**src/rtl/alu_issue_stage.sv**
```systemverilog
// Valid/ready issue and in-order retire wrapper for a registered float32 alu.
// Credits bound the in-flight work so a capture always finds room in the result buffer.
module alu_issue_stage #(
  parameter int DEPTH   = 4,
  parameter int ALU_LAT = 1,
  parameter int TAG_W   = 4
) (
  input  logic             clk,
  input  logic             rst_n,
  input  logic             in_valid,
  output logic             in_ready,
  input  logic [31:0]      in_a,
  input  logic [31:0]      in_b,
  input  logic [1:0]       in_op,
  input  logic [TAG_W-1:0] in_tag,
  output logic [31:0]      alu_a,
  output logic [31:0]      alu_b,
  output logic [1:0]       alu_op,
  input  logic [31:0]      alu_o,
  output logic             res_valid,
  input  logic             res_ready,
  output logic [31:0]      res_data,
  output logic [TAG_W-1:0] res_tag,
  output logic [1:0]       res_flags
);

  localparam int AW = $clog2(DEPTH);
  localparam int PL = ALU_LAT + 1;
  localparam int RB = ALU_LAT + 1;
  localparam int RW = (RB > 1) ? $clog2(RB) : 1;
  localparam int NW = $clog2(RB + 1);
  localparam int CW = $clog2(PL + 1);

  function automatic logic is_nan(input logic [31:0] x);
    return (x[30:23] == 8'hFF) && (x[22:0] != 23'd0);
  endfunction

  function automatic logic is_inf(input logic [31:0] x);
    return (x[30:23] == 8'hFF) && (x[22:0] == 23'd0);
  endfunction

  function automatic logic [RW-1:0] rb_next(input logic [RW-1:0] p);
    return (p == RW'(RB - 1)) ? {RW{1'b0}} : RW'(p + 1'b1);
  endfunction

  logic [31:0]      fa_r   [DEPTH];
  logic [31:0]      fb_r   [DEPTH];
  logic [1:0]       fop_r  [DEPTH];
  logic [TAG_W-1:0] ftag_r [DEPTH];
  logic [AW:0]      wptr_r, rptr_r;

  logic             pv_r    [PL];
  logic [TAG_W-1:0] ptag_r  [PL];
  logic [1:0]       pflag_r [PL];

  logic [31:0]      rd_r [RB];
  logic [TAG_W-1:0] rt_r [RB];
  logic [1:0]       rf_r [RB];
  logic [RW-1:0]    rwp_r, rrp_r;
  logic [NW-1:0]    rcnt_r;
  logic [CW-1:0]    credits_r;

  logic             full_s, empty_s, push_s, issue_s, capture_s, pop_s;
  logic [31:0]      head_a_s, head_b_s;
  logic [1:0]       head_op_s, issue_flags_s;
  logic [TAG_W-1:0] head_tag_s;

  // Extra pointer bit distinguishes full from empty when the indices match.
  assign full_s  = (wptr_r[AW] != rptr_r[AW]) && (wptr_r[AW-1:0] == rptr_r[AW-1:0]);
  assign empty_s = (wptr_r == rptr_r);
  assign in_ready = !full_s;
  assign push_s   = in_valid && !full_s;
  assign issue_s  = !empty_s && (credits_r != {CW{1'b0}});
  assign capture_s = pv_r[PL-1];
  assign res_valid = (rcnt_r != {NW{1'b0}});
  assign pop_s     = res_valid && res_ready;

  assign head_a_s   = fa_r[rptr_r[AW-1:0]];
  assign head_b_s   = fb_r[rptr_r[AW-1:0]];
  assign head_op_s  = fop_r[rptr_r[AW-1:0]];
  assign head_tag_s = ftag_r[rptr_r[AW-1:0]];
  assign issue_flags_s = {is_nan(head_a_s) || is_nan(head_b_s),
                          is_inf(head_a_s) || is_inf(head_b_s)};

  assign res_data  = rd_r[rrp_r];
  assign res_tag   = rt_r[rrp_r];
  assign res_flags = rf_r[rrp_r];

  // Input FIFO storage and pointers
  always_ff @(posedge clk or negedge rst_n) begin
    if (!rst_n) begin
      wptr_r <= '0;
      rptr_r <= '0;
      for (int i = 0; i < DEPTH; i++) begin
        fa_r[i]   <= 32'd0;
        fb_r[i]   <= 32'd0;
        fop_r[i]  <= 2'd0;
        ftag_r[i] <= '0;
      end
    end else begin
      if (push_s) begin
        fa_r[wptr_r[AW-1:0]]   <= in_a;
        fb_r[wptr_r[AW-1:0]]   <= in_b;
        fop_r[wptr_r[AW-1:0]]  <= in_op;
        ftag_r[wptr_r[AW-1:0]] <= in_tag;
        wptr_r <= wptr_r + 1'b1;
      end
      if (issue_s) begin
        rptr_r <= rptr_r + 1'b1;
      end
    end
  end

  // Alu operand registers, held between issues
  always_ff @(posedge clk or negedge rst_n) begin
    if (!rst_n) begin
      alu_a  <= 32'd0;
      alu_b  <= 32'd0;
      alu_op <= 2'd0;
    end else if (issue_s) begin
      alu_a  <= head_a_s;
      alu_b  <= head_b_s;
      alu_op <= head_op_s;
    end
  end

  // Shadow pipe tracking which alu cycles carry a live operation
  always_ff @(posedge clk or negedge rst_n) begin
    if (!rst_n) begin
      for (int i = 0; i < PL; i++) begin
        pv_r[i]    <= 1'b0;
        ptag_r[i]  <= '0;
        pflag_r[i] <= 2'd0;
      end
    end else begin
      pv_r[0]    <= issue_s;
      ptag_r[0]  <= head_tag_s;
      pflag_r[0] <= issue_flags_s;
      for (int i = 1; i < PL; i++) begin
        pv_r[i]    <= pv_r[i-1];
        ptag_r[i]  <= ptag_r[i-1];
        pflag_r[i] <= pflag_r[i-1];
      end
    end
  end

  // Result buffer: capture from the alu, pop toward the consumer
  always_ff @(posedge clk or negedge rst_n) begin
    if (!rst_n) begin
      rwp_r  <= '0;
      rrp_r  <= '0;
      rcnt_r <= '0;
      for (int i = 0; i < RB; i++) begin
        rd_r[i] <= 32'd0;
        rt_r[i] <= '0;
        rf_r[i] <= 2'd0;
      end
    end else begin
      if (capture_s) begin
        rd_r[rwp_r] <= alu_o;
        rt_r[rwp_r] <= ptag_r[PL-1];
        rf_r[rwp_r] <= pflag_r[PL-1];
        rwp_r <= rb_next(rwp_r);
      end
      if (pop_s) begin
        rrp_r <= rb_next(rrp_r);
      end
      rcnt_r <= rcnt_r + NW'(capture_s) - NW'(pop_s);
    end
  end

  // One credit per result slot; issue spends one, pop returns one
  always_ff @(posedge clk or negedge rst_n) begin
    if (!rst_n) begin
      credits_r <= CW'(PL);
    end else begin
      credits_r <= credits_r - CW'(issue_s) + CW'(pop_s);
    end
  end

endmodule
```
**config.mk**
```make
export PLATFORM = sky130hd
export DESIGN_NAME = alu_issue_stage
export DESIGN_NICKNAME = d
export VERILOG_FILES = /design/src/rtl/alu_issue_stage.sv
export SDC_FILE = /design/constraint.sdc
export NUM_CORES = 1
export LEC_CHECK = 0
export CORE_MARGIN = 3
export CORE_UTILIZATION = 60
export DETAILED_ROUTE_END_ITERATION = 10
export GPL_ROUTABILITY_DRIVEN = 1
export HOLD_SLACK_MARGIN = 0.15
export PLACE_DENSITY = 0.91
export SYNTH_ARGS = -nofsm -noshare
export SYNTH_HDL_FRONTEND = slang
export SYNTH_SLANG_ARGS = --single-unit
export TNS_END_PERCENT = 20
```
**constraint.sdc**
```tcl
create_clock -name clk -period 5.55 [get_ports clk]
set_clock_uncertainty 0.05 [all_clocks]
set_input_delay 0.8325 -clock clk [delete_from_list [all_inputs] [get_ports clk]]
set_output_delay 0.8325 -clock clk [all_outputs]
set_load 0.01 [all_outputs]
```
==> impl_metrics.tcl <==
set metrics [dict create \
    gp_congestion 0.760 \
    cts-resized-gates 0 \
    core-area_mm2 0.0307 \
    die_w_um 183 \
    cts_hold_buf 0 \
    die_h_um 183 \
    port_buffers 211 \
    critPathArrivalTime_ns 3.63 \
    cp-start-kind "register" \
    regArea_mm2 0.0112 \
    use_met1_pct 32.6 \
    fill_cells 1841 \
    cts_tree "built" \
    ant_nets 0 \
    p_leak_uw 0.00959 \
    synth.area.mux_share_pct 36.0 \
    postCtsSetupBuffers 0 \
    grt-busiest-layer "met2" \
    yosysSeqAreaShare_pct 59.7 \
    power.density_mw_per_mm2 676 \
    wl_per_cell_um 22.7 \
    synth_area_mm2 0.0188 \
    dieArea_mm2 0.0335 \
    slew_violations 0 \
    hold_viol_final 0 \
    clk_latency_ns 0.54 \
    h-tree-depth 2 \
    crit_type "register to register" \
    io_pins 212 \
    tightest_slew_ns 0.990 \
    synth.distinct_cells 28 \
    critPathRequiredTime_ns 5.91 \
    clkTransAtPathRegs_ns 0.07 \
    dr.pass1.iters 4 \
    tns_ns 0 \
    drtIter0Drc 511 \
    yosysWarnings 0 \
    first_global_vias 11800 \
    grtUsageTotal_pct 24.3 \
    route.detailed.drc 0 \
    layout-drive-gt1-share_pct 25.0 \
    fin_crit_ns 3.27 \
    syn_avg_cell_area_um2 16.9 \
    crit_path_end_kind "register" \
    viasPerCell 5.94 \
    synth_compound_area_share_pct 0.173 \
    overflow 0 \
    status "finished clean" \
    cp_max_fo 38 \
    rsz0062_at_grt "no" \
    ctsLongestPathBuffers 3 \
    place_hpwl_mm 25.6 \
    holdWs_ns 0.299 \
    cts_buffers 45 \
    synth_xor_area_share_pct 0.606 \
    synth_top_family_by_area "multiplexers" \
    yosys.area_share.simple_pct 1.03 \
    syn_to_final_growth_pct 21.1 \
    ys_ff_latch 448 \
    synth_nets 1228 \
    multi_input_area_mm2 0.00727 \
    drt-total-wl_mm 39.7 \
    finalSetupViolations 0 \
    use_met2_pct 41.6 \
    grt_pass1_wl_mm 64.7 \
    min_path_type "register to register" \
    ir_drop_v 0.000405 \
    grt_max_degree 130 \
    fmax_ghz 0.306 \
    vias 10400 \
    clkSinkCount 448 \
    relSlewSlack_pct 34.0 \
    start_util_pct 61.1 \
    antenna_found_initial 5 \
    rows 64 \
    hold_depth 0 \
    synth_fa_ha_area_share_pct 0.599 \
    met3_usage_pct 5.00 \
    r2r_cells 6 \
    synthCells 1113 \
    maxCapViolations 0 \
    final_nets 1438 \
    period_share_pct 58.9 \
    cts_root_buf "clkbuf_16" \
]
Yosys cell counts:
| library cell | count | area (um^2) |
|---|---|---|
| xnor2_1 | 11 | 96.3 |
| nor3_1 | 2 | 10.0 |
| a22o_1 | 1 | 8.76 |
| buf_6 | 3 | 33.8 |
| dfrtp_1 | 447 | 11200 |
| mux2_2 | 171 | 1930 |
| or2_2 | 1 | 6.26 |
| dfstp_2 | 1 | 26.3 |
| ha_1 | 9 | 113 |
| o31ai_1 | 1 | 7.51 |
| nand2_1 | 9 | 33.8 |
| inv_1 | 6 | 22.5 |
| and2_1 | 1 | 6.26 |
| nor2_1 | 6 | 22.5 |
| nand3b_1 | 1 | 7.51 |
| mux2_1 | 290 | 3270 |
| o21ai_1 | 1 | 5.00 |
| xor2_1 | 2 | 17.5 |
| buf_1 | 6 | 22.5 |
| mux4_2 | 70 | 1580 |
| buf_2 | 36 | 180 |
| nand2_2 | 1 | 6.26 |
| nor4_1 | 10 | 62.6 |
| nand4_1 | 6 | 37.5 |
| clkbuf_1 | 10 | 37.5 |
| a31oi_1 | 1 | 6.26 |
| buf_4 | 9 | 67.6 |
| o21ai_0 | 1 | 5.00 |
cells in the final DEF (no fill, tap or decap), types with 2 or more instances in the layout:
master	count
dfrtp_4	2
nand2_4	4
xnor2_1	11
clkbuf_8	17
dfrtp_1	445
bufinv_16	2
clkdlybuf4s50_1	210
mux2_2	171
clkbuf_1	7
nand2_1	6
nor4_1	10
nor3_1	2
mux2_1	290
ha_1	9
inv_1	6
inv_6	2
mux4_2	70
nor2_1	5
nand4_1	6
buf_4	14
xor2_1	2
clkinv_2	5
buf_12	2
clkbuf_16	45
cells by family after synthesis:
logic type                 Yosys count
xor gates and xnor gates            13
DFF                                448
buffers and inverters               70
AOI/OAI and AO/OA                    5
muxes                              531
and+or+nand+nor                     37
adders and majority gates            9
metal layers:
metal,part of all wire (%),vias to the layer above
met5,0.13,-
met4,2.1,8
met3,5.3,63
met2,50,240
met1,43,5575
li1,-,4511
sequential cells by signal, indices dropped and copies added (netlist names):
signal and flops:
pflag_r 4, wptr_r 3, fb_r 128, rwp_r 1, rrp_r 1, alu_b 32
alu_a 32, fop_r 8, rd_r 64, fa_r 128, alu_op 2, rt_r 8
ftag_r 16, rf_r 4, pv_r 1, rptr_r 3, capture_s 1, ptag_r 8
rcnt_r 2, credits_r 2
stage by stage:
stage / setup slack (ns) / total power, uW / utilization, % / area [um^2] / cells
2_1_floorplan: 3.23 / 10100 / - / 18800 / 1113
3_3_place_gp: 2.29 / 12000 / 69.2 / 21300 / 1672
3_5_place_dp: 2.22 / 12400 / 69.2 / 21300 / 1672
4_1_cts: 2.23 / 15500 / 74.0 / 22800 / 1750
5_1_grt: 2.07 / 16300 / 74.0 / 22800 / 1751
6_report: 2.28 / 15400 / 74.0 / 22800 / 1751
power breakdown:
part	total [uW]	switching (uW)	internal, uW
Sequential	5940	945	5000
Combinational	6420	2700	3720
Clock	3020	1210	1800
Total	15400	4850	10500
final timing paths:
| path | startpoint | to | slack, ns |
|---|---|---|---|
| min reg2reg | ptag_r[7] | ptag_r[3] | 0.30 |
| min in group asynchronous | rst_n | fb_r[104] | 0.36 |
| max reg2reg | rptr_r[0] | fa_r[115] | 2.28 |
| min | ptag_r[7] | ptag_r[3] | 0.30 |
| max | rptr_r[0] | fa_r[115] | 2.28 |
| max in group asynchronous | rst_n | alu_a[8] | 3.83 |
worst max-delay path: stages (launching register included):
cell      delay, ns
dfrtp_4        0.65
xnor2_1        0.36
nand3b_1       0.16
and2_1         0.35
nand2_4        0.56
buf_4          0.59
mux2_1         0.40
layout make-up:
type | instances | area share [%]
clock inverters | 9 | 0.451
repair buffers | 227 | 9.94
well taps | 396 | 2.18
flip-flops and latches | 448 | 49.3
inverters | 6 | 0.0989
clock buffers | 69 | 6.09
multi-input cells | 595 | 31.9
diodes | 1 | 0.0110
Note: power is estimated with default switching activity, not from simulation.
